## src/rtl/jk_exciter_if.sv

```systemverilog
// jk_exciter_if
//   Bundles the target handshake, the JK excitation bus and the status
//   pulses of jk_exciter.
//   slave  : the exciter side (takes the target and q, drives j/k and status)
//   master : the environment side (offers targets, owns the flop bank)
//   Signals: tgt_valid, tgt_ready, tgt_data[WIDTH], j[WIDTH], k[WIDTH],
//            q[WIDTH], busy, done, err
interface jk_exciter_if #(
    parameter int unsigned WIDTH = 8
);
    logic             tgt_valid;
    logic             tgt_ready;
    logic [WIDTH-1:0] tgt_data;
    logic [WIDTH-1:0] j;
    logic [WIDTH-1:0] k;
    logic [WIDTH-1:0] q;
    logic             busy;
    logic             done;
    logic             err;

    modport slave (
        input  tgt_valid, tgt_data, q,
        output tgt_ready, j, k, busy, done, err
    );

    modport master (
        output tgt_valid, tgt_data, q,
        input  tgt_ready, j, k, busy, done, err
    );
endinterface

```

## src/rtl/jk_exciter.sv

```systemverilog
// jk_exciter
//   Drives one cycle of per-bit J/K excitation to move an external JK flop
//   bank to a target word, reads q back and reports done, or retries up to
//   MAX_RETRY attempts before reporting err.
//   Ports:
//     clk : clock, all state changes on posedge
//     rst : synchronous reset, active-high
//     ex  : jk_exciter_if.slave (target handshake, j/k/q, busy/done/err)
//   Parameters: WIDTH (flops in the bank), MAX_RETRY (1..15 attempts)
//   Build option: JK_EXCITER_TOGGLE_EN selects the toggle encoding (J=K=1 on
//   every changing bit); left undefined, set/reset encoding is used.
module jk_exciter #(
    parameter int unsigned WIDTH     = 8,
    parameter int unsigned MAX_RETRY = 3
) (
    input  logic          clk,
    input  logic          rst,
    jk_exciter_if.slave   ex
);

    typedef enum logic [1:0] {
        ST_IDLE,
        ST_DRIVE,
        ST_CHECK
    } state_t;

    localparam logic [3:0] LP_MAX_RETRY = 4'(MAX_RETRY);

    state_t           r_state;
    logic [3:0]       r_retry;
    logic [WIDTH-1:0] r_tgt;
    logic [WIDTH-1:0] r_j;
    logic [WIDTH-1:0] r_k;
    logic             r_ready;
    logic             r_busy;
    logic             r_done;
    logic             r_err;

    logic [WIDTH-1:0] w_tgt_src;
    logic [WIDTH-1:0] w_j;
    logic [WIDTH-1:0] w_k;

    // Excitation is computed for the edge that enters DRIVE: from the
    // incoming word when leaving IDLE, from the held target on a retry.
    assign w_tgt_src = (r_state == ST_IDLE) ? ex.tgt_data : r_tgt;

    always_comb begin
`ifdef JK_EXCITER_TOGGLE_EN
        w_j = ex.q ^ w_tgt_src;
        w_k = ex.q ^ w_tgt_src;
`else
        w_j = ~ex.q & w_tgt_src;
        w_k = ex.q & ~w_tgt_src;
`endif
    end

    always_ff @(posedge clk) begin
        if (rst) begin
            r_state <= ST_IDLE;
            r_retry <= '0;
            r_tgt   <= '0;
            r_j     <= '0;
            r_k     <= '0;
            r_ready <= 1'b1;
            r_busy  <= 1'b0;
            r_done  <= 1'b0;
            r_err   <= 1'b0;
        end else begin
            r_done <= 1'b0;
            r_err  <= 1'b0;
            case (r_state)
                ST_IDLE: begin
                    // tgt_ready is high throughout IDLE, so valid alone
                    // completes the transfer here.
                    if (ex.tgt_valid) begin
                        r_tgt   <= ex.tgt_data;
                        r_retry <= '0;
                        r_j     <= w_j;
                        r_k     <= w_k;
                        r_ready <= 1'b0;
                        r_busy  <= 1'b1;
                        r_state <= ST_DRIVE;
                    end
                end
                ST_DRIVE: begin
                    r_j     <= '0;
                    r_k     <= '0;
                    r_retry <= r_retry + 4'd1;
                    r_state <= ST_CHECK;
                end
                ST_CHECK: begin
                    if (ex.q == r_tgt) begin
                        r_done  <= 1'b1;
                        r_ready <= 1'b1;
                        r_busy  <= 1'b0;
                        r_state <= ST_IDLE;
                    end else if (r_retry < LP_MAX_RETRY) begin
                        r_j     <= w_j;
                        r_k     <= w_k;
                        r_state <= ST_DRIVE;
                    end else begin
                        r_err   <= 1'b1;
                        r_ready <= 1'b1;
                        r_busy  <= 1'b0;
                        r_state <= ST_IDLE;
                    end
                end
                default: begin
                    r_j     <= '0;
                    r_k     <= '0;
                    r_ready <= 1'b1;
                    r_busy  <= 1'b0;
                    r_state <= ST_IDLE;
                end
            endcase
        end
    end

    assign ex.tgt_ready = r_ready;
    assign ex.j         = r_j;
    assign ex.k         = r_k;
    assign ex.busy      = r_busy;
    assign ex.done      = r_done;
    assign ex.err       = r_err;

endmodule

```

## src/flat_wrapper.sv

```systemverilog
// flat-port wrapper written by rule: the top's interface ports become plain ports
module jk_exciter_flat 
#(
    parameter int unsigned WIDTH     = 8,
    parameter int unsigned MAX_RETRY = 3
)
  (clk, rst, ex_tgt_valid, ex_tgt_data, ex_q, ex_tgt_ready, ex_j, ex_k, ex_busy, ex_done, ex_err);
  jk_exciter_if #(.WIDTH(WIDTH)) ex_i ();
  input  logic clk;
  input  logic rst;
  input wire logic [$bits(ex_i.tgt_valid)-1:0] ex_tgt_valid;
  input wire logic [$bits(ex_i.tgt_data)-1:0] ex_tgt_data;
  input wire logic [$bits(ex_i.q)-1:0] ex_q;
  output wire logic [$bits(ex_i.tgt_ready)-1:0] ex_tgt_ready;
  output wire logic [$bits(ex_i.j)-1:0] ex_j;
  output wire logic [$bits(ex_i.k)-1:0] ex_k;
  output wire logic [$bits(ex_i.busy)-1:0] ex_busy;
  output wire logic [$bits(ex_i.done)-1:0] ex_done;
  output wire logic [$bits(ex_i.err)-1:0] ex_err;
  assign ex_i.tgt_valid = ex_tgt_valid;
  assign ex_i.tgt_data = ex_tgt_data;
  assign ex_i.q = ex_q;
  assign ex_tgt_ready = ex_i.tgt_ready;
  assign ex_j = ex_i.j;
  assign ex_k = ex_i.k;
  assign ex_busy = ex_i.busy;
  assign ex_done = ex_i.done;
  assign ex_err = ex_i.err;
  jk_exciter #(.WIDTH(WIDTH), .MAX_RETRY(MAX_RETRY)) u_core (.clk(clk), .rst(rst), .ex(ex_i));
endmodule
```

## config.mk

```make
export PLATFORM = sky130hd
export DESIGN_NAME = jk_exciter_flat
export DESIGN_NICKNAME = d
export VERILOG_FILES = /design/src/rtl/jk_exciter_if.sv /design/src/rtl/jk_exciter.sv /design/src/flat_wrapper.sv
export SDC_FILE = /design/constraint.sdc
export NUM_CORES = 1
export LEC_CHECK = 0
export ABC_AREA = 1
export CAP_MARGIN = 30
export CORE_ASPECT_RATIO = 1.2
export CORE_MARGIN = 1.5
export CORE_UTILIZATION = 38
export DETAILED_ROUTE_END_ITERATION = 8
export PLACE_DENSITY = 0.64
export REMOVE_ABC_BUFFERS = 1
export SYNTH_ARGS = -nofsm -noshare
export SYNTH_HDL_FRONTEND = slang
export SYNTH_SLANG_ARGS = --single-unit
```

## constraint.sdc

```tcl
create_clock -name clk -period 1.96 [get_ports clk]
set_input_delay 0.392 -clock clk [delete_from_list [all_inputs] [get_ports clk]]
set_output_delay 0.392 -clock clk [all_outputs]
set_load 0.03 [all_outputs]
```

======== Word-level counts from Yosys, hierarchy flattened ========
Cells that the tools add are included.
word-level totals
  register bits ........................... 34
  latch bits .............................. 0
  memory bits (writable) .................. 0
  memory bits (read-only) ................. 0
  output and inout port bits .............. 20
  word-level logic and storage cells ...... 57
  memories kept ........................... 0
cells by class
  add/sub/neg operators ................... 1
  $mul .................................... 0
  div/mod/pow operators ................... 0
  order comparisons ....................... 1
  equality and inequality tests ........... 7
  shift-type cells ........................ 0
  multiplexer cells ....................... 25
  bitwise operators ....................... 6
  reduce and logical (&&, ||, !) cells .... 8
operators with widths
  operator             number
  $mux 8               7
  $pmux 8 s2           2
  $and 8x8->8          2
  $not 8->8            2
  $mux 1               9
  $eq 8x8->1           1
  $pmux 4 s2           1
  $pmux 1 s3           2
  $pmux 2 s3           1
  $reduce_and 3->1     2
  $add 4x1->4 const B  1
  $lt 4x2->1 const B   1
  $mux 2               2
  $mux 4               1
  $ne 2x2->1 const B   2
  $reduce_and 2->1     2
  $ne 3x2->1 const B   1
  $reduce_or 3->1      1
  $eq 2x1->1 const B   1
  $eq 2x2->1 const B   1
  $logic_not 2->1      1
  $ne 2x1->1 const B   1
  $not 1->1            2
  $reduce_bool 2->1    1
  $reduce_or 2->1      1

======== Longest topological paths before layout ========
  word-level depth ........................ 7
  depth in mapped cells ................... 11

======== Least setup slack after synthesis ========
Ideal clock, no wire load.
  path type ............................... register to register
  start ................................... register u_core.r_retry[0]
  end ..................................... register u_core.r_j[0] (netlist: u_core.ex.j[0])
  setup time .............................. 0.113 ns
  data arrival time ....................... 1.278 ns
  path slack .............................. 0.569 ns
  cell stages (with the launch flop) ...... 9
  buffers on the path ..................... 1
  cell sequence ........................... dfxtp_1 -> ha_1 -> nor2_1 -> inv_1 -> o21ai_4 -> nand3_4 -> buf_6 -> nor2_1 -> nor2_1
on the way
  longest elaborated chain between the ends .. 3
RTL lines
  item                               line              text
  from (decl)                        jk_exciter.sv:30  logic [3:0] r_retry;
  from (signal assigned)             jk_exciter.sv:88  r_retry <= r_retry + 4'd1;
  $lt 4x2->1                         jk_exciter.sv:97  end else if (r_retry < LP_MAX_RETRY) begin
  $ne 2x1->1 (no source line)        -
  $reduce_and 3->1 (no source line)  -
  to (signal assigned)               jk_exciter.sv:78  r_j <= w_j;
  to (signal assigned)               jk_exciter.sv:98  r_j <= w_j;
  to (decl)                          jk_exciter.sv:32  logic [WIDTH-1:0] r_j;
Every way passes these cells.
A chain may end at the register's enable or synchronous reset.

======== Worst setup path in the final report ========
  start ................................... register u_core.r_k[6] (netlist: u_core.ex.k[6])
  end ..................................... output ex_k[6]
RTL lines
  item                    line                text
  from (decl)             jk_exciter.sv:33    logic [WIDTH-1:0] r_k;
  from (signal assigned)  jk_exciter.sv:79    r_k <= w_k;
  from (signal assigned)  jk_exciter.sv:99    r_k <= w_k;
  to (decl)               flat_wrapper.sv:16  output wire logic [$bits(ex_i.k)-1:0] ex_k;
No word-level cell between the ends.

==> out/results.ini <==
[power]
pwr_density_cell_nw_per_um2=752
fin_total_pwr_uw=1750
vdd.ir_drop.worst_mv=0.402
leakage_uw=0.00105

[cts]
cts_post_setup_buffers_inserted=0
clk-insertion-delay-late_ns=0.29
cts.hold.buffers_added=0
cts.path.max_buffers=2
cts_max_level=2
path_clk_slew_ns=0.07
cts.sink_count=34
cts_root_buf=clkbuf_8
post_cts.resized_instances=0
cts_tree=done
cts_made_buffers=5

[setup_path]
rr_worst_depth=7
critical_path_cell_by_cell=clkdlybuf4s50_1
path_max_fanout=2
kind_of_start_point_of_the_critical_path=flop
kind_of_cell_with_the_highest_combined_delay_on_the_critical_path=buffers and inverters
cp.depth=1
slowest_stage=clkdlybuf4s50_1
worstPathRequired_ns=1.57
cp.arrival_ns=1.30
worst-path-buf-inv=1
crit_type=flop to output pin
timing.critical_path.to_type=output pin
worst_path_largest_cell_delay_ns=0.67

[final_layout]
area_growth_syn_to_layout_pct=30.4
antenna_cells_inserted=0
post_route_cells_drive_above_1_share_pct=10.3
finish.cell_count_without_fillers=369
final-seq-area_um2=681
area_of_the_multi_input_gates_um2=881
layout_fillers=493
final_net_count=331

[detailed_routing]
detail_route.vias_per_cell=4.50
detailedRoute.firstPassIterationCount=6
ant_nets=0
routedWlPerCell_um=10.9
wirelength_um=4010
dr.first_iter.drc_count=50
drc_errors=0
dr_total_vias=1660

[synth]
ys.warnings.count=0
avgSynthCellArea_um2=6.75
multiplexer_share_of_the_synthesized_area_pct=0
synth_top_family_by_area=simple AND/OR/NAND/NOR gates
synth.ff_latch_count=34
yosys.area_share.xor_xnor_pct=1.97
seq_area_frac_synth_pct=38.2
post_synth_fa_ha_maj_area_fraction_pct=0.702
synth-compound-area-share_pct=9.76
basic_gate_share_of_the_synthesized_area_counting_and_or_nand_and_nor_cells_pct=37.0
synth.distinct_cells=28
synthesis.instances=264
synth.cell_area_um2=1780

[die]
core_area_um2=4560
initial_core_util_pct=39.1
row_count=27
top_level_ports=39
floorplan.die_area_um2=5110
chipHeight_um=78.0
die_w_um=65.5

[placement]
gp_congestion=0.793
placement.io_buffers=38
detailed_place_hpwl_um=3020
placed_cells=362

[status]
status=complete, no violations

[worst_hold_path]
min_path_type=flop to flop
holdPathStages=2

[global_routing]
grt_start_max_net_pins=27
track_usage_pct=17.5
grt_pass1_vias=1530
initial_antenna_violation_count=0
grt.overflow.total=0
grt_first_pass_wirelength_um=6830

[timing]
slew-limit-headroom_pct=75.5
rsz0062_at_grt=false
hold_viol=0
clock_skew_ns=0.00500
worst-slew-pin-transition_ns=0.367
period_share_pct=86.6
number_of_endpoints_failing_setup_at_the_final_stage=0
maxSlewViolCount=0
max_clock_freq_mhz=589
finalWorstPathRequiredPeriod_ns=1.70

[run]
cap_viol_max_count=0

==> flip-flops by register name, summed over array words and instances (netlist names) <==
| register | cells |
|---|---|
| u_core.ex.j | 8 |
| u_core.ex.k | 8 |
| u_core.r_tgt | 8 |
| u_core.r_retry | 4 |
| u_core.r_state | 2 |
| u_core.ex.busy | 1 |
| u_core.ex.done | 1 |
| u_core.ex.err | 1 |
| u_core.ex.tgt_ready | 1 |
==> power breakdown <==
group / switching (uW) / internal (uW) / leakage, uW
registers: 34.4 / 747 / 0.000280
logic: 275 / 199 / 0.000730
clock network: 248 / 245 / 0.0000383
total: 557 / 1190 / 0.00105
==> cells in the final DEF, fill, tap and decap left out <==
cell type and count:
nor3b_1 2, nand3_1 6, buf_4 10, clkbuf_8 5, o21ai_1 1, or2_0 1
inv_2 5, dfxtp_1 34, nand2_2 1, o21bai_1 1, o21ai_4 1, clkdlybuf4s50_1 38
nor2_1 48, nor3_1 4, clkbuf_1 2, a21oi_1 7, inv_1 37, nand2_1 70
nor3b_2 1, ha_1 1, a32o_1 1, a211oi_1 4, xnor2_1 4, nor2_4 2
a221oi_2 1, o21ai_0 11, nor2_2 4, nand3_4 2, nand4_1 7
==> per-stage QoR <==
step	hold slack, ns	setup slack, ns	instance area (um2)	utilization [%]	setup TNS [ns]
floorplan	0.457	0.541	1720	-	0
global placement	0.454	0.0170	2250	49.3	0
detailed placement	0.449	-0.00233	2250	49.3	-0.00233
CTS	0.468	0.241	2320	50.9	0
global route	0.497	0.107	2320	50.9	0
finish	0.463	0.263	2320	50.9	0
==> metal layers <==
| layer | track usage (%) | part of all wire [%] |
|---|---|---|
| met1 | 20.2 | 43 |
| met2 | 29.9 | 51 |
| met3 | 4.87 | 4.0 |
| met4 | 7.29 | 1.8 |
| met5 | 0 | 0 |
==> area by class of cell <==
cell class	count	share of cell area (%)
well taps	58	3.12
inverters	42	6.79
multi-input cells	180	37.9
repair buffers	48	19.6
clock buffers	7	3.28
flip-flops and latches	34	29.3
==> path summary, 6_finish.rpt <==
check / from / endpoint / slack (ns)
max: u_core.ex.k[6] / ex_k[6] / 0.26
min: u_core.ex.tgt_ready / u_core.ex.tgt_ready / 0.46
max reg2reg: u_core.r_retry[0] / u_core.ex.k[6] / 0.34
min reg2reg: u_core.ex.tgt_ready / u_core.ex.tgt_ready / 0.46
==> cells in the mapped netlist <==
master	n	area, um2
nor2_4	2	22.5
o21ai_4	1	16.3
nor3_1	4	20.0
buf_1	2	7.51
o21ai_1	1	5.00
a21oi_1	7	35.0
nand3_4	2	35.0
o21bai_1	1	7.51
ha_1	1	12.5
nand4_1	7	43.8
buf_2	2	10.0
dfxtp_1	34	681
nor3b_1	2	15.0
a32o_1	1	10.0
nor2_1	48	180
nor3b_2	1	12.5
o21ai_0	11	55.1
inv_1	37	139
xnor2_1	4	35.0
a211oi_1	4	30.0
or2_0	1	6.26
nand3_1	6	30.0
nand2_1	70	263
inv_2	5	18.8
buf_6	4	45.0
nand2_2	1	6.26
a221oi_2	1	15.0
nor2_2	4	25.0
==> logic make-up (layout without fill, tap and decap cells) <==
group,Yosys count,in the layout
XOR/XNOR,4,4
AND/OR/NAND/NOR,148,148
buffers and inverters,50,97
flip-flops,34,34
adder cells (fa/ha/maj),1,1
AO/OA/AOI/OAI,27,27
Power figures use the tool's default switching activity.
